**src/rtl/rv_regfile_pkg.sv**
```systemverilog
//------------------------------------------------------------------------------
// Module  : rv_regfile_pkg
// Purpose : Shared constants and types for the register-file writeback path.
//           Holds the data and index widths, the register count, the register
//           index type and the writeback-source enumeration.
// Revision: 1.0 - initial release
//------------------------------------------------------------------------------
`default_nettype none

package rv_regfile_pkg;

  localparam int XLEN       = 32;
  localparam int REG_ADDR_W = 5;
  localparam int NUM_REGS   = 32;

  typedef logic [REG_ADDR_W-1:0] reg_idx_t;

  // Requester index of each writeback source on the arbiter.
  typedef enum logic [1:0] {
    WB_ALU  = 2'd0,
    WB_LOAD = 2'd1,
    WB_LUI  = 2'd2,
    WB_JAL  = 2'd3
  } wb_src_e;

endpackage : rv_regfile_pkg

`default_nettype wire

```
**src/rtl/rr_arbiter.sv**
```systemverilog
//------------------------------------------------------------------------------
// Module  : rr_arbiter
// Purpose : Round-robin arbiter with a registered priority pointer.
//           The search starts at the pointer. After a grant to requester k,
//           the pointer moves to (k+1) mod NUM_REQ. With no grant, it holds.
// Ports   : clk_i     - clock
//           reset_i   - asynchronous active-high reset (pointer -> 0)
//           req_i     - per-requester request
//           advance_i - a grant was accepted this cycle; move the pointer
//           grant_o   - one-hot grant (zero when no request)
// Revision: 1.0 - initial release
//------------------------------------------------------------------------------
`default_nettype none

module rr_arbiter #(
  parameter int NUM_REQ = 4
) (
  input  logic               clk_i,
  input  logic               reset_i,
  input  logic [NUM_REQ-1:0] req_i,
  input  logic               advance_i,
  output logic [NUM_REQ-1:0] grant_o
);

  localparam int PTR_W = (NUM_REQ > 1) ? $clog2(NUM_REQ) : 1;

  logic [PTR_W-1:0] ptr_q;
  logic [PTR_W-1:0] ptr_d;
  logic [PTR_W-1:0] idx;
  logic             found;
  int               pos;
  int               nxt;

  always_ff @(posedge clk_i or posedge reset_i) begin
    if (reset_i) begin
      ptr_q <= '0;
    end else begin
      ptr_q <= ptr_d;
    end
  end

  // Scan requesters from the pointer position, wrapping modulo NUM_REQ.
  // The first active request wins. If the grant is taken, the pointer moves
  // to the slot just past the winner.
  always_comb begin
    grant_o = '0;
    ptr_d   = ptr_q;
    found   = 1'b0;
    idx     = '0;
    pos     = 0;
    nxt     = 0;
    for (int off = 0; off < NUM_REQ; off++) begin
      pos = int'(ptr_q) + off;
      if (pos >= NUM_REQ) begin
        pos = pos - NUM_REQ;
      end
      idx = PTR_W'(pos);
      if (!found && req_i[idx]) begin
        found        = 1'b1;
        grant_o[idx] = 1'b1;
        nxt          = pos + 1;
        if (nxt >= NUM_REQ) begin
          nxt = 0;
        end
        if (advance_i) begin
          ptr_d = PTR_W'(nxt);
        end
      end
    end
  end

endmodule : rr_arbiter

`default_nettype wire

```
**src/rtl/regfile_wb_arbiter.sv**
```systemverilog
//------------------------------------------------------------------------------
// Module  : regfile_wb_arbiter
// Purpose : Shares the register file's single write port between the ALU,
//           load, LUI and jump writeback sources. It uses a round-robin
//           arbiter and a registered write stage with one cycle of latency.
//           It also keeps a 32-entry pending-write scoreboard, so issue logic
//           can detect RAW hazards.
// Ports   : clk_i, reset_i        - clock, asynchronous active-high reset
//           req_valid_i/ready_o   - per-requester write handshake
//           req_rd_i, req_data_i  - packed destination/data (slot i at i*W)
//           wr_en_o/addr_o/data_o - registered register-file write port
//           issue_valid_i, issue_rd_i - destination reservation at issue
//           rs1_i, rs2_i, hazard_o    - source hazard query
//           busy_mask_o           - scoreboard contents
// Revision: 1.0 - initial release
//------------------------------------------------------------------------------
`default_nettype none

module regfile_wb_arbiter #(
  parameter int NUM_REQ    = 4,
  parameter int XLEN       = rv_regfile_pkg::XLEN,
  parameter int REG_ADDR_W = rv_regfile_pkg::REG_ADDR_W
) (
  input  logic                            clk_i,
  input  logic                            reset_i,
  input  logic [NUM_REQ-1:0]              req_valid_i,
  output logic [NUM_REQ-1:0]              req_ready_o,
  input  logic [NUM_REQ*REG_ADDR_W-1:0]   req_rd_i,
  input  logic [NUM_REQ*XLEN-1:0]         req_data_i,
  output logic                            wr_en_o,
  output logic [REG_ADDR_W-1:0]           wr_addr_o,
  output logic [XLEN-1:0]                 wr_data_o,
  input  logic                            issue_valid_i,
  input  logic [REG_ADDR_W-1:0]           issue_rd_i,
  input  logic [REG_ADDR_W-1:0]           rs1_i,
  input  logic [REG_ADDR_W-1:0]           rs2_i,
  output logic                            hazard_o,
  output logic [rv_regfile_pkg::NUM_REGS-1:0] busy_mask_o
);

  import rv_regfile_pkg::*;

  logic [NUM_REQ-1:0]    arb_grant;
  logic [NUM_REQ-1:0]    grant;
  logic                  hs;
  logic [REG_ADDR_W-1:0] sel_rd;
  logic [XLEN-1:0]       sel_data;

  logic                  wr_en_q,   wr_en_d;
  logic [REG_ADDR_W-1:0] wr_addr_q, wr_addr_d;
  logic [XLEN-1:0]       wr_data_q, wr_data_d;
  logic [NUM_REGS-1:0]   busy_q,    busy_d;

  rr_arbiter #(
    .NUM_REQ (NUM_REQ)
  ) u_rr_arbiter (
    .clk_i     (clk_i),
    .reset_i   (reset_i),
    .req_i     (req_valid_i),
    .advance_i (hs),
    .grant_o   (arb_grant)
  );

  // Ready is combinational. It is forced low while reset is asserted, so no
  // handshake can be counted during reset.
  assign grant       = reset_i ? '0 : arb_grant;
  assign req_ready_o = grant;
  assign hs          = |grant;

  // The grant is one-hot, so an OR-mux is enough to pick the winner's payload.
  always_comb begin
    sel_rd   = '0;
    sel_data = '0;
    for (int i = 0; i < NUM_REQ; i++) begin
      if (grant[i]) begin
        sel_rd   = sel_rd   | req_rd_i[i*REG_ADDR_W +: REG_ADDR_W];
        sel_data = sel_data | req_data_i[i*XLEN +: XLEN];
      end
    end
  end

  // Output stage. A write to x0 completes the handshake but never raises
  // wr_en. Address and data hold between writes.
  always_comb begin
    wr_en_d   = hs && (sel_rd != '0);
    wr_addr_d = hs ? sel_rd   : wr_addr_q;
    wr_data_d = hs ? sel_data : wr_data_q;
  end

  // Scoreboard. The outgoing write clears its bit, and a same-cycle issue to
  // the same register sets it again. The newer producer owns the register, so
  // set takes priority. Bit 0 never holds a reservation.
  always_comb begin
    busy_d = busy_q;
    if (wr_en_q) begin
      busy_d[wr_addr_q] = 1'b0;
    end
    if (issue_valid_i && (issue_rd_i != '0)) begin
      busy_d[issue_rd_i] = 1'b1;
    end
    busy_d[0] = 1'b0;
  end

  always_ff @(posedge clk_i or posedge reset_i) begin
    if (reset_i) begin
      wr_en_q   <= 1'b0;
      wr_addr_q <= '0;
      wr_data_q <= '0;
      busy_q    <= '0;
    end else begin
      wr_en_q   <= wr_en_d;
      wr_addr_q <= wr_addr_d;
      wr_data_q <= wr_data_d;
      busy_q    <= busy_d;
    end
  end

  assign wr_en_o     = wr_en_q;
  assign wr_addr_o   = wr_addr_q;
  assign wr_data_o   = wr_data_q;
  assign busy_mask_o = busy_q;

  // No bypass: a source whose producer is still pending reports a hazard.
  assign hazard_o = ((rs1_i != '0) && busy_q[rs1_i]) ||
                    ((rs2_i != '0) && busy_q[rs2_i]);

endmodule : regfile_wb_arbiter

`default_nettype wire

```
**config.mk**
```make
export PLATFORM = sky130hd
export DESIGN_NAME = regfile_wb_arbiter
export DESIGN_NICKNAME = d
export VERILOG_FILES = /design/src/rtl/rv_regfile_pkg.sv /design/src/rtl/rr_arbiter.sv /design/src/rtl/regfile_wb_arbiter.sv
export SDC_FILE = /design/constraint.sdc
export NUM_CORES = 1
export LEC_CHECK = 0
export BUFFER_PORTS_ARGS = -buffer_cell sky130_fd_sc_hd__buf_2
export CAP_MARGIN = 20
export CORE_MARGIN = 2
export CORE_UTILIZATION = 45
export DETAILED_ROUTE_END_ITERATION = 10
export HOLD_SLACK_MARGIN = 0.03
export PLACE_DENSITY = 0.81
export SYNTH_ARGS = -nofsm -noshare
export SYNTH_HDL_FRONTEND = slang
export SYNTH_HIERARCHICAL = 1
export SYNTH_SLANG_ARGS = --single-unit
```
**constraint.sdc**
```tcl
create_clock -name clk_i -period 4.15 [get_ports clk_i]
set_input_delay 0.415 -clock clk_i [delete_from_list [all_inputs] [get_ports clk_i]]
set_output_delay 0.415 -clock clk_i [all_outputs]
set_load 0.03 [all_outputs]
```
Yosys cells after proc, flatten, opt, wreduce, memory -nomap -nowiden --
Cells that the tools add are included. W data, S select, Z words.
Storage, ports and cells: bits in latches 0, flip-flop bits (word level) 71, memories kept 0, bits of input ports 170, word-level logic and storage cells 130, output and inout port bits 75, bits in read-only memories 0, memory bits (writable) 0
Operators by class: multiplexer cells 58, reductions and logical operators 22, multiply operators 0, divide/modulo/power cells 0, $add $sub $neg 11, equality and inequality tests 0, bitwise gates (word level) 12, magnitude comparators 22, shift-type cells 0
Operators by type and width (count):
- $mux W32 | 10
- $ge A32 B4 Y1 const B | 7
- $add A32 B2 Y32 const B | 4
- $or A32 B32 Y32 | 4
- $sub A32 B4 Y32 const B | 3
- $and A32 B32 Y32 | 1
- $not A32 Y32 | 1
- $lt A5 B6 Y1 const B | 4
- $mux W2 | 12
- $mux W4 | 5
- $mux W5 | 4
- $reduce_bool A5 Y1 | 4
- $mux W1 | 15
- $or A5 B5 Y5 | 3
- $logic_and A1 B1 Y1 | 13
- $lt A2 B3 Y1 const B | 4
- $or A4 B4 Y4 | 3
- $bmux W1 S5 | 2
- $demux W1 S5 | 2
- $ge A5 B1 Y1 const B | 2
- $bmux W1 S2 | 4
- $demux W1 S2 | 4
- $ge A2 B1 Y1 const B | 4
- $add A2 B2 Y3 const B | 2
- other kinds (6) | 8

Depth between registers and ports, before layout --
Gate-level depths: netlist of run 1.
depth in word-level cells 24, mapped depth 16, mapped depth without buffers 13

Hierarchy --
The synthesis of run 1 kept the hierarchy.
Modules (own cells, without submodules):
- regfile_wb_arbiter | seq. area each 1726.7 um^2, cells each 390, area an instance 3862.5 um^2, instances 1
- rr_arbiter | seq. area each 50.0 um^2, cells each 60, area an instance 560.5 um^2, instances 1

Worst setup path after synthesis of run 1 --
Ideal clock, no wire load.
path type register to register, from register u_rr_arbiter.ptr_q[0], to register u_rr_arbiter.ptr_q[0], stages on the path, launching flop included 17, required time 4.031 ns, setup time 0.119 ns, slack 0.685 ns, buffers on the path 3, clock period less this slack 3.465 ns, arrival time 3.346 ns, path through dfrtp_1 buf_6 inv_1 ha_1 mux4_2 and2b_2 a22oi_1 o21ai_0 nor2b_1 nor4_4 inv_2 buf_2 buf_2 inv_1 nor3b_1 a311o_2 o2bb2ai_2
On the way: longest elaborated chain between the ends 24, elaborated cells between the ends (all ways) 81, classes of those cells 11 x add/sub; 16 x order compare; 40 x mux; 3 x bitwise; 11 x reduce/logical
Ends and longest elaborated chain:
- start, declared | RTL line rr_arbiter.sv:27 | logic [PTR_W-1:0] ptr_q;
- start signal, assigned | RTL line rr_arbiter.sv:38 | ptr_q <= ptr_d;
- parallel branches: the longest is 13 deep, another holds $sub A32 B4 Y32
- $mux W4 (*) | RTL line rr_arbiter.sv:58 | if (!found && req_i[idx]) begin
- net arb_grant[0] | RTL line regfile_wb_arbiter.sv:43 | logic [NUM_REQ-1:0] arb_grant;
- $mux W4 (*) | RTL line regfile_wb_arbiter.sv:66 | assign grant = reset_i ? '0 : arb_grant;
- $reduce_or A4 Y1 (*) | RTL line regfile_wb_arbiter.sv:68 | assign hs = |grant;
- net hs | RTL line regfile_wb_arbiter.sv:45 | logic hs;
- $mux W2 | RTL line rr_arbiter.sv:65 | if (advance_i) begin
- $mux W2 | RTL line rr_arbiter.sv:58
- $mux W2 | RTL line rr_arbiter.sv:65
- $mux W2 | RTL line rr_arbiter.sv:58
- $mux W2 | RTL line rr_arbiter.sv:65
- $mux W2 | RTL line rr_arbiter.sv:58
- $mux W2 | RTL line rr_arbiter.sv:65
- $mux W2 (*) | RTL line rr_arbiter.sv:58
Mark *: on every way through the listed nets, which the timed path passes. The select of a mux whose other input is x is not followed. A chain may end at the register's enable or synchronous reset.

Worst setup path after layout of run 1 --
from register u_rr_arbiter.ptr_q[1], to output req_ready_o[1]
On the way: longest elaborated chain between the ends 15, elaborated cells between the ends (all ways) 60, classes of those cells 7 x add/sub; 12 x order compare; 28 x mux; 3 x bitwise; 10 x reduce/logical
Ends and longest elaborated chain:
- parallel branches: the longest is 13 deep, another holds $sub A32 B4 Y32
- $mux W4 (*) | RTL line rr_arbiter.sv:58
- net arb_grant[1] | RTL line regfile_wb_arbiter.sv:43
- $mux W4 (*) | RTL line regfile_wb_arbiter.sv:66
- end, declared | RTL line regfile_wb_arbiter.sv:27 | output logic [NUM_REQ-1:0] req_ready_o,
Marks and branches as above.

==> summary.txt, run 1 <==
Synth
  • Gate count after technology mapping: 450
  • Area leader, netlist: sky130_fd_sc_hd__dfrtp_1
  • Share of flip-flops with an asynchronous set or reset: 100%
  • Synth top area cells: sky130_fd_sc_hd__dfrtp_1 40%, sky130_fd_sc_hd__a22oi_1 14%, sky130_fd_sc_hd__mux4_2 8.1%
  • Top flip-flop cell by instance count after synthesis: sky130_fd_sc_hd__dfrtp_1
  • Syn_nets: 626
  • Area share of the leading cell type in the synthesized netlist: 40.2%
  • Number of enable flip-flop cells after synthesis: 0
  • Post-Synthesis Cell Area: 4420 um2
  • Flip-flop and latch count after synthesis: 71
  • Synth Area per Inst: 9.83 um2
  • Count of synthesis-stage warnings from yosys: 6
  • Seq/Total Area, Yosys: 40.2%
  • Post-synth cell types: 46

Clocking
  • TritonCTS clock tree: done
  • Longest Clk Path Bufs: 2
  • CTS Buf Count: 9
  • Number of sinks driven by the clock tree: 71
  • CTS clock-pin slew for the worst setup and hold paths: 80 ps
  • Clock latency on the worst-skew pair: 340 ps
  • Number of H-tree levels: 3
  • Root buffer cell: sky130_fd_sc_hd__clkbuf_8
  • Number of instances resized during post-cts repair: 0
  • Post-CTS setup buffers: 0

Floorplan
  • Initial cell density of the core: 45.9%
  • Horizontal extent of the die: 103 um
  • Core ar.: 9640 um2
  • Die area: 10600 um2
  • Die span in y: 103 um
  • Ports placed on the boundary: 245
  • Number of cell rows: 36

Drt
  • Detail Route met2 WL: 7800 um
  • Remaining antenna violation count after routing: 0
  • Met1 Routed Length: 5630 um
  • Average via count per standard cell: 5.92
  • Number of vias after detailed routing: 4852
  • Top layer used by detailed routing: met4
  • Routed wire length on met3: 1060 um
  • First-pass iteration count of the detailed router: 6
  • Initial drt markers: 294
  • Number of design rule violations left after detail routing: 0
  • Total wirelength of the detailed-routed design: 14900 um
  • Wire length per cell after detailed routing: 18.2 um

Pwr
  • Share of total power in combinational logic: 62.8%
  • Switching component of the power: 2.78 mW
  • Internal: 2.67 mW
  • Leakage power of the design: 2.68 nW
  • Largest voltage drop on the vdd net: 0.750 mV
  • Sw Share: 51.0%
  • Final Power: 5.45 mW
  • Clock network power share: 11.4%
  • PD cells: 913 nW/um2
  • Share of total power in sequential cells: 25.8%

Timing
  • Period utilization: 93.5%
  • Final critical-path setup slack: 272 ps
  • Maximum clock skew at final layout: 13.7 ps
  • Transition time of the tightest slew-check pin: 587 ps
  • Min Tclk post-route: 3880 ps
  • Max-slew violation count: 0
  • RSZ-0062 raised after global routing: false
  • Final setup fails: 0
  • Final-layout setup total negative slack: 0 ps
  • Fmax: 0.258 GHz
  • Final-report hold violation count: 0
  • Worst hold-check slack: 326 ps
  • Worst relative slew slack: 60.8%

Critical path
  • Crit path max fanout: 38
  • Slowest Stage Delay on Critical Path: 490 ps
  • R2r setup slk: 590 ps
  • Crit path DAT: 3460 ps
  • Top Family by Delay on Critical Path: buffers and inverters
  • Buffers and inverters on the worst path: 3
  • Max stage delay cell, worst path: sky130_fd_sc_hd__nor4b_4
  • Critical path, cell by cell: inv_1, ha_1, mux4_2, nor4b_4, a22oi_1, o21ai_0, nor2b_2, buf_4, buf_2
  • Crit Path Category: reg -> out
  • Crit. End Element: primary output
  • Required arrival time at the worst endpoint: 3730 ps
  • Launching element type of the critical path: flip-flop

Finish
  • Nets: 856
  • Final instance count without filler cells: 819
  • Area Overhead vs Synth: 35.0%
  • Commonest cells after routing, fill and taps aside: 243 x sky130_fd_sc_hd__buf_2, 80 x sky130_fd_sc_hd__a22oi_1, 71 x sky130_fd_sc_hd__dfrtp_1
  • Fraction of layout cells with a size suffix above 1: 43.8%
  • Leading cell type in the layout, fill and taps excluded: sky130_fd_sc_hd__buf_2
  • Total of fill cells in the finished design: 861

Place
  • Worst-case setup slack after placement: 653 ps
  • IO Port Bufs: 243
  • Cells after DPL: 801
  • Placed wire-length estimate: 11300 um
  • Final weighted congestion in routability-driven placement: 0.878

Global routing
  • Wire length of the first global-routing pass: 23000 um
  • Number of antenna violations at the first check in global routing: 1
  • All-Layer GR Usage: 27.8%
  • Total congestion overflow: 0
  • Pin count of the biggest net entering global routing: 44
  • Vias in the first global route: 4682

Flow run
  • Max-capacitance violation count: 0

Hold path
  • Class of the worst hold path: in -> reg

Run status
  • Status: completed
==> area by class of cell <==
cell class / instances / area, um2 / share of cell area [%]
multi-input combinational: 338 / 2480 / 41.6
antenna: 1 / 2.50 / 0.0419
inverter: 8 / 30.0 / 0.503
clock buffer: 11 / 141 / 2.37
timing repair buffer: 252 / 1290 / 21.5
tap: 133 / 166 / 2.79
clock inverter: 5 / 81.3 / 1.36
sequential: 71 / 1780 / 29.8
==> state kept, by name (all words and copies together), names as in the netlist <==
register            count
wr_en_o                 1
u_rr_arbiter/ptr_q      2
wr_addr_o               5
wr_data_o              32
busy_mask_o            31
==> what timing repair did <==
action                                  in CTS  in global routing
endpoints found under the setup margin       0                  0
hold buffers                                 1                  0
endpoints found under the hold margin        2                  0
==> power by group through the flow <==
stage / Sequential, mW / Clock (mW) / Combinational, mW
after global routing: 1.45 / 0.665 / 3.75
after global placement: 1.38 / 0 / 3.32
after detailed placement: 1.41 / 0 / 3.41
final: 1.40 / 0.622 / 3.42
after CTS: 1.40 / 0.631 / 3.42
after floorplan: 1.98 / 0 / 1.88
==> tightest hold or removal path, cell delays in order <==
cell                       delay, ps
sky130_fd_sc_hd__buf_2            80
sky130_fd_sc_hd__a221oi_1         90
sky130_fd_sc_hd__nand2_1          60
==> metal layers <==
layer	up-vias	track usage, %
met1	2315	34.0
met3	35	4.07
met2	284	49.5
met4	0	11.0
li1	2218	-
met5	-	0
==> per-stage QoR <==
step | cell area [um2] | utilization [%]
after floorplan | 4420 | -
after global placement | 5730 | 59.5
after detailed placement | 5730 | 59.5
after CTS | 5970 | 61.9
after global routing | 5970 | 61.9
final | 5970 | 61.9
==> kinds of logic after synthesis <==
group / after synthesis / synth area share [%]
buffers and inverters: 41 / 4.10
other: 1 / 0.0848
adder cells (fa/ha/maj): 6 / 1.70
multiplexers: 30 / 12.1
AND/OR/NAND/NOR: 98 / 12.1
XOR/XNOR: 1 / 0.198
AO/OA/AOI/OAI: 202 / 29.5
flip-flops: 71 / 40.2
==> Yosys cell counts (4+ instances only) <==
cell type,n
sky130_fd_sc_hd__nand3_1,6
sky130_fd_sc_hd__nor2_1,39
sky130_fd_sc_hd__a31oi_1,33
sky130_fd_sc_hd__a21o_1,4
sky130_fd_sc_hd__o21ai_1,6
sky130_fd_sc_hd__ha_1,6
sky130_fd_sc_hd__clkbuf_1,13
sky130_fd_sc_hd__mux2i_1,9
sky130_fd_sc_hd__mux4_2,16
sky130_fd_sc_hd__o21ai_0,64
sky130_fd_sc_hd__nand3b_1,13
sky130_fd_sc_hd__a22oi_1,80
sky130_fd_sc_hd__buf_2,13
sky130_fd_sc_hd__inv_1,7
sky130_fd_sc_hd__dfrtp_1,71
sky130_fd_sc_hd__buf_1,5
sky130_fd_sc_hd__nand2_1,15
sky130_fd_sc_hd__nor2b_1,5
sky130_fd_sc_hd__a21oi_1,4
==> path summary, 6_finish.rpt <==
check	from	to	depth (start not counted)
max in group asynchronous	reset_i	busy_mask_o[1]$_DFF_PP0_	4
min in group asynchronous	reset_i	u_rr_arbiter/ptr_q[1]$_DFF_PP0_	3
min	req_rd_i[17]	wr_en_o$_DFF_PP0_	3
max	u_rr_arbiter/ptr_q[1]$_DFF_PP0_	req_ready_o[1]	9
min reg2reg	wr_data_o[27]$_DFFE_PP0P_	wr_data_o[27]$_DFFE_PP0P_	2
max reg2reg	u_rr_arbiter/ptr_q[1]$_DFF_PP0_	u_rr_arbiter/ptr_q[0]$_DFFE_PP0P_	13
No activity file was read; power rests on OpenSTA's default activity.
==> inputs of run 2 (changes only) <==
--- a/config.mk
+++ b/config.mk
@@ -5,10 +5,13 @@
 export SDC_FILE = /design/constraint.sdc
 export NUM_CORES = 1
 export LEC_CHECK = 0
+export ABC_AREA = 1
 export BUFFER_PORTS_ARGS = -buffer_cell sky130_fd_sc_hd__buf_2
 export CAP_MARGIN = 20
+export CELL_PAD_IN_SITES_DETAIL_PLACEMENT = 2
+export CELL_PAD_IN_SITES_GLOBAL_PLACEMENT = 2
 export CORE_MARGIN = 2
-export CORE_UTILIZATION = 45
+export CORE_UTILIZATION = 24
 export DETAILED_ROUTE_END_ITERATION = 10
 export HOLD_SLACK_MARGIN = 0.03
 export PLACE_DENSITY = 0.81
==> run 2 against run 1 <==
  * Critical path depth increased by 4
  * Die area increased by 110%
  * Combinational power increased by 9.4%
  * Largest cell class unchanged
  * Largest power group unchanged
  * Highest routed layer is now met5
==> summary.txt, run 2 <==
Synth
  • Area leader, netlist: sky130_fd_sc_hd__dfrtp_1
  • Gate count after technology mapping: 709
  • Post-synth cell types: 34
  • Synthesized-area fraction occupied by xor and xnor cells: 0%
  • Flip-flop and latch count after synthesis: 71
  • Share of the synthesized area in compound gates (AO/OA/AOI/OAI): 17.8%
  • Number of enable flip-flop cells after synthesis: 0
  • Dominant combinational cell family by area after synthesis: simple AND/OR/NAND/NOR gates
  • Area share of and/or/nand/nor cells after synthesis: 35.1%
  • Count of synthesis-stage warnings from yosys: 6
  • Area share of the leading cell type in the synthesized netlist: 35.3%
  • Synth top area cells: sky130_fd_sc_hd__dfrtp_1 35%, sky130_fd_sc_hd__nand2_1 23%, sky130_fd_sc_hd__nand3_1 7.2%
  • Top-count cell post-synth: sky130_fd_sc_hd__nand2_1
  • Top flip-flop cell by instance count after synthesis: sky130_fd_sc_hd__dfrtp_1
  • Synth Area per Inst: 7.10 um2
  • Seq/Total Area, Yosys: 35.3%
  • Synth Area in Adders: 1.49%
  • Synth cell count leaders: 305 x sky130_fd_sc_hd__nand2_1, 72 x sky130_fd_sc_hd__nand3_1, 71 x sky130_fd_sc_hd__dfrtp_1
  • Post-Synthesis Cell Area: 5030 um2
  • Share of flip-flops with an asynchronous set or reset: 100%
  • Syn_nets: 885
  • Share of cell area taken by muxes after synthesis: 0%

Critical path
  • Launching element type of the critical path: flip-flop
  • R2r setup slk: 710 ps
  • Number of cells on the worst reg-to-reg path: 23
  • Crit path DAT: 3280 ps
  • Crit path max fanout: 38
  • Reg-to-Reg Start: u_rr_arbiter/ptr_q[0]$_DFFE_PP0P_
  • Crit Path Category: reg -> out
  • Reg-to-Reg End: u_rr_arbiter/ptr_q[1]$_DFF_PP0_
  • Required arrival time at the worst endpoint: 3730 ps
  • Start point of the critical path: u_rr_arbiter/ptr_q[0]$_DFFE_PP0P_
  • Crit. End Element: primary output

Timing
  • RSZ-0062 raised after global routing: false
  • Final-layout setup total negative slack: 0 ps
  • Max-slew violation count: 0
  • Transition time of the tightest slew-check pin: 766 ps
  • Fmax: 0.271 GHz
  • Worst relative slew slack: 49.0%
  • Final setup fails: 0
  • Period utilization: 89.1%
  • Maximum clock skew at final layout: 7.02 ps
  • Final-report hold violation count: 0
  • Min Tclk post-route: 3700 ps
  • Final critical-path setup slack: 454 ps

Clocking
  • CTS Buf Count: 9
  • Root buffer cell: sky130_fd_sc_hd__clkbuf_16
  • Post-CTS setup buffers: 0
  • Longest Clk Path Bufs: 2
  • TritonCTS clock tree: done
  • Number of H-tree levels: 3
  • Quantity of hold-fixing buffers added after cts: 1
  • Number of instances resized during post-cts repair: 0
  • Number of sinks driven by the clock tree: 71
  • Clock latency on the worst-skew pair: 330 ps
  • CTS clock-pin slew for the worst setup and hold paths: 60 ps

Finish
  • Total of fill cells in the finished design: 2535
  • Commonest cells after routing, fill and taps aside: 305 x sky130_fd_sc_hd__nand2_1, 243 x sky130_fd_sc_hd__buf_2, 72 x sky130_fd_sc_hd__nand3_1
  • Util after Layout: 32.6%
  • Final instance count without filler cells: 1215
  • Area Overhead vs Synth: 32.3%
  • Nets: 1117
  • Ant. Diodes: 0
  • Max reg flops: 32
  • Leading cell type in the layout, fill and taps excluded: sky130_fd_sc_hd__nand2_1
  • Fraction of layout cells with a size suffix above 1: 33.7%

Floorplan
  • Die span in y: 149 um
  • Die area: 22100 um2
  • Ports placed on the boundary: 245
  • Initial cell density of the core: 24.6%
  • Horizontal extent of the die: 149 um
  • Number of cell rows: 52
  • Core ar.: 20400 um2

Drt
  • Average via count per standard cell: 4.83
  • Initial drt markers: 181
  • Total wirelength of the detailed-routed design: 22400 um
  • Remaining antenna violation count after routing: 0
  • First-pass iteration count of the detailed router: 4
  • Number of vias after detailed routing: 5865
  • Wire length per cell after detailed routing: 18.5 um
  • Number of design rule violations left after detail routing: 0

Place
  • Final weighted congestion in routability-driven placement: 0.859
  • Cells after DPL: 1199
  • IO Port Bufs: 243
  • Worst-case setup slack after placement: 738 ps
  • Placed wire-length estimate: 18400 um

Global routing
  • Wire length of the first global-routing pass: 35300 um
  • Vias in the first global route: 6447
  • All-Layer GR Usage: 20.4%
  • Pin count of the biggest net entering global routing: 43
  • Number of antenna violations at the first check in global routing: 1
  • Total congestion overflow: 0

Flow run
  • Max-capacitance violation count: 0

Hold path
  • Worst-case hold path end point: wr_data_o[5]$_DFFE_PP0P_
  • Hold path start: req_data_i[101]
  • Worst hold path depth: 3
  • Class of the worst hold path: in -> reg

Pwr
  • Share of total power in sequential cells: 24.1%
  • Internal: 2.59 mW
  • Clock network power share: 12.0%
  • Leakage power of the design: 3.66 nW
  • PD cells: 878 nW/um2
  • Share of total power in combinational logic: 63.9%
  • Largest voltage drop on the vdd net: 0.350 mV
  • Switching component of the power: 3.26 mW
  • Final Power: 5.85 mW
  • Sw Share: 55.7%

Run status
  • Status: completed
==> run 2: changes by cell type after synthesis, moves of 12 or more <==
| cell | before | now |
|---|---|---|
| sky130_fd_sc_hd__a221oi_2 | 0 | 21 |
| sky130_fd_sc_hd__a22oi_1 | 80 | 0 |
| sky130_fd_sc_hd__a31oi_1 | 33 | 2 |
| sky130_fd_sc_hd__inv_1 | 7 | 57 |
| sky130_fd_sc_hd__mux4_2 | 16 | 0 |
| sky130_fd_sc_hd__nand2_1 | 15 | 305 |
| sky130_fd_sc_hd__nand3_1 | 6 | 72 |
| sky130_fd_sc_hd__nand3b_1 | 13 | 1 |
| sky130_fd_sc_hd__nor2_1 | 39 | 6 |
==> run 2: cell type report <==
| type | count | area (um2) | area share, % |
|---|---|---|---|
| Clock buffer | 10 | 239 | 3.59 |
| Clock inverter | 5 | 25.0 | 0.376 |
| Inverter | 70 | 273 | 4.10 |
| Multi-Input combinational cell | 540 | 2740 | 41.2 |
| Sequential cell | 71 | 1780 | 26.7 |
| Tap cell | 270 | 338 | 5.07 |
| Timing Repair Buffer | 249 | 1260 | 19.0 |
==> run 2: power by group through the flow <==
| stage | clock (mW) | sequential, mW | combinational (mW) |
|---|---|---|---|
| 3_5_place_dp | 0 | 1.41 | 3.79 |
| 2_1_floorplan | 0 | 1.96 | 2.11 |
| 6_report | 0.703 | 1.41 | 3.74 |
| 4_1_cts | 0.717 | 1.41 | 3.81 |
| 3_3_place_gp | 0 | 1.40 | 3.66 |
| 5_1_grt | 0.744 | 1.46 | 4.16 |
==> run 2: logic make-up (layout without fill, tap and decap cells) <==
family / count (synthesis) / after routing
DFF: 71 / 71
adders and majority gates: 6 / 6
AOI/OAI and AO/OA: 124 / 124
buffers and inverters: 98 / 334
and+or+nand+nor: 409 / 409
other: 1 / 1
==> run 2: how the worst max path moves through the flow <==
stage,end,slack (ps),cells past startpoint
finish,req_ready_o[0],450,13
global route,req_ready_o[0],150,13
CTS,req_ready_o[0],400,13
detailed placement,u_rr_arbiter/ptr_q[1]$_DFF_PP0_,740,23
global placement,req_ready_o[0],840,13
floorplan,u_rr_arbiter/ptr_q[1]$_DFF_PP0_,1420,24
==> run 2: per-stage QoR <==
step	hold WS [ps]	instance area [um2]
finish	291	6660
global route	291	6660
CTS	284	6660
detailed placement	300	6380
global placement	295	6380
floorplan	156	5030
==> run 2: critical path: stages (launching register included) <==
cell and delay, ps:
sky130_fd_sc_hd__dfrtp_1 660, sky130_fd_sc_hd__inv_6 110, sky130_fd_sc_hd__ha_1 420, sky130_fd_sc_hd__inv_1 110
sky130_fd_sc_hd__nand3_2 100, sky130_fd_sc_hd__nand2_4 80, sky130_fd_sc_hd__inv_4 80, sky130_fd_sc_hd__nand2_4 60
sky130_fd_sc_hd__nor2_8 150, sky130_fd_sc_hd__a21oi_1 80, sky130_fd_sc_hd__o21ai_0 100, sky130_fd_sc_hd__nand2_2 110
sky130_fd_sc_hd__inv_2 530, sky130_fd_sc_hd__buf_2 320
==> run 2: per-layer routing <==
| layer | vias up | share of wire [%] | track usage, % |
|---|---|---|---|
| li1 | 2800 | - | - |
| met2 | 206 | 51 | 37.3 |
| met4 | 2 | 2.6 | 6.19 |
| met3 | 37 | 5.7 | 3.61 |
| met1 | 2820 | 40 | 24.2 |
| met5 | - | 0.071 | 0 |
==> inputs of run 3 (changes only) <==
--- a/config.mk
+++ b/config.mk
@@ -10,9 +10,11 @@
 export CAP_MARGIN = 20
 export CELL_PAD_IN_SITES_DETAIL_PLACEMENT = 2
 export CELL_PAD_IN_SITES_GLOBAL_PLACEMENT = 2
+export CORE_ASPECT_RATIO = 1.75
 export CORE_MARGIN = 2
 export CORE_UTILIZATION = 24
 export DETAILED_ROUTE_END_ITERATION = 10
+export GPL_TIMING_DRIVEN = 0
 export HOLD_SLACK_MARGIN = 0.03
 export PLACE_DENSITY = 0.81
 export SYNTH_ARGS = -nofsm -noshare
==> run 3 against run 2 <==
  * Final area grew 4.4%
  * Clock power is 32% higher
  * Global-route usage is 0.86 points higher
  * Critical path type unchanged
  * Worst hold slack worse by 7.7 ps
==> summary.txt, run 3 (synthesis results as in run 2) <==
Floorplan
  • Horizontal extent of the die: 113 um
  • Die area: 22200 um2
  • Ports placed on the boundary: 245
  • Initial cell density of the core: 24.2%
  • Core ar.: 20800 um2
  • Die span in y: 196 um
  • Number of cell rows: 70

Drt
  • Initial drt markers: 150
  • Wire length per cell after detailed routing: 19.2 um
  • Number of vias after detailed routing: 5960
  • Total wirelength of the detailed-routed design: 23500 um
  • Number of design rule violations left after detail routing: 0
  • Average via count per standard cell: 4.88
  • Remaining antenna violation count after routing: 0
  • First-pass iteration count of the detailed router: 4

Critical path
  • Required arrival time at the worst endpoint: 3730 ps
  • Crit path max fanout: 10
  • Crit Path Category: reg -> out
  • Crit. End Element: primary output
  • Crit path DAT: 3260 ps
  • Launching element type of the critical path: flip-flop

Clocking
  • Longest Clk Path Bufs: 2
  • Number of instances resized during post-cts repair: 0
  • Number of sinks driven by the clock tree: 71
  • CTS Buf Count: 9
  • CTS clock-pin slew for the worst setup and hold paths: 70 ps
  • Clock latency on the worst-skew pair: 330 ps
  • Root buffer cell: sky130_fd_sc_hd__clkbuf_16
  • TritonCTS clock tree: done
  • Number of H-tree levels: 3

Timing
  • Final setup fails: 0
  • Final-layout setup total negative slack: 0 ps
  • Period utilization: 88.5%
  • Maximum clock skew at final layout: 5.62 ps
  • Min Tclk post-route: 3670 ps
  • Max-slew violation count: 0
  • Final critical-path setup slack: 477 ps
  • Fmax: 0.272 GHz
  • RSZ-0062 raised after global routing: false
  • Final-report hold violation count: 0
  • Worst relative slew slack: 64.1%
  • Transition time of the tightest slew-check pin: 538 ps

Pwr
  • Leakage power of the design: 3.83 nW
  • Final Power: 6.25 mW
  • Largest voltage drop on the vdd net: 0.292 mV
  • PD cells: 900 nW/um2

Finish
  • Commonest cells after routing, fill and taps aside: 305 x sky130_fd_sc_hd__nand2_1, 248 x sky130_fd_sc_hd__buf_2, 72 x sky130_fd_sc_hd__nand3_1
  • Seq. cell area: 1780 um2
  • Multi-input gate area: 2740 um2
  • Area Overhead vs Synth: 38.1%
  • Nets: 1139
  • Max reg flops: 32
  • Leading cell type in the layout, fill and taps excluded: sky130_fd_sc_hd__nand2_1
  • Total of fill cells in the finished design: 2565
  • Fraction of layout cells with a size suffix above 1: 35.0%
  • Final instance count without filler cells: 1221

Place
  • Worst-case setup slack after placement: 666 ps
  • Cells after DPL: 1203
  • Final weighted congestion in routability-driven placement: 0.888
  • Placed wire-length estimate: 19900 um
  • IO Port Bufs: 241

Global routing
  • All-Layer GR Usage: 21.2%
  • Vias in the first global route: 6771
  • Pin count of the biggest net entering global routing: 50
  • Wire length of the first global-routing pass: 36500 um
  • Total congestion overflow: 0
  • Number of antenna violations at the first check in global routing: 1

Run status
  • Status: completed

Hold path
  • Class of the worst hold path: in -> reg

Flow run
  • Max-capacitance violation count: 0
-- run 3: worst paths after layout --
path,start,end,slack (ps),depth (start not counted)
max reg2reg,u_rr_arbiter/ptr_q[1]$_DFF_PP0_,u_rr_arbiter/ptr_q[1]$_DFF_PP0_,640,23
max,u_rr_arbiter/ptr_q[1]$_DFF_PP0_,req_ready_o[2],480,14
max in group asynchronous,reset_i,busy_mask_o[31]$_DFF_PP0_,2940,4
min,req_data_i[97],wr_data_o[1]$_DFFE_PP0P_,280,3
min reg2reg,wr_data_o[1]$_DFFE_PP0P_,wr_data_o[1]$_DFFE_PP0P_,480,2
min in group asynchronous,reset_i,u_rr_arbiter/ptr_q[1]$_DFF_PP0_,520,3
-- run 3: final cells by class --
class | count | area share (%)
Multi-Input combinational cell | 540 | 39.5
Sequential cell | 71 | 25.6
Timing Repair Buffer | 243 | 17.9
Tap cell | 252 | 4.54
Inverter | 70 | 3.94
Buffer | 28 | 3.49
Clock buffer | 9 | 3.24
Clock inverter | 7 | 1.84
Antenna cell | 1 | 0.0360
-- run 3: power breakdown --
part | switching, mW | total (mW) | internal (mW)
clock | 0.329 | 0.927 | 0.597
combinational | 2.71 | 3.97 | 1.26
sequential | 0.289 | 1.36 | 1.07
total | 3.33 | 6.25 | 2.92
-- run 3: metrics by stage --
step | utilization, % | area [um2] | hold slack [ps]
finish | 33.5 | 6950 | 284
CTS | 33.5 | 6950 | 274
detailed placement | 31.7 | 6590 | 319
global route | 33.5 | 6950 | 283
floorplan | - | 5030 | 156
global placement | 31.6 | 6560 | 306
-- run 3: layer usage --
metal	up-vias	track usage, %	wire, um
met4	0	6.37	510
met5	-	0	0
met2	179	44.6	14200
li1	2842	-	-
met3	25	3.41	1010
met1	2914	20.1	7760
-- run 3: worst max-delay path, cell delays in order (launching register included) --
cell and delay, ps:
sky130_fd_sc_hd__dfrtp_1 500, sky130_fd_sc_hd__inv_1 210, sky130_fd_sc_hd__ha_1 460, sky130_fd_sc_hd__inv_1 120, sky130_fd_sc_hd__nand3_2 110, sky130_fd_sc_hd__nand2_4 90, sky130_fd_sc_hd__inv_4 90, sky130_fd_sc_hd__nand2_4 60
sky130_fd_sc_hd__nor2_8 150, sky130_fd_sc_hd__inv_2 80, sky130_fd_sc_hd__o21ai_1 160, sky130_fd_sc_hd__nand2_2 90, sky130_fd_sc_hd__inv_2 80, sky130_fd_sc_hd__clkbuf_1 390, sky130_fd_sc_hd__buf_2 290
-- run 3: what timing repair did --
action,CTS,global route
setup buffers,0,0
hold endpoints to repair,2,0
hold buffers,1,0
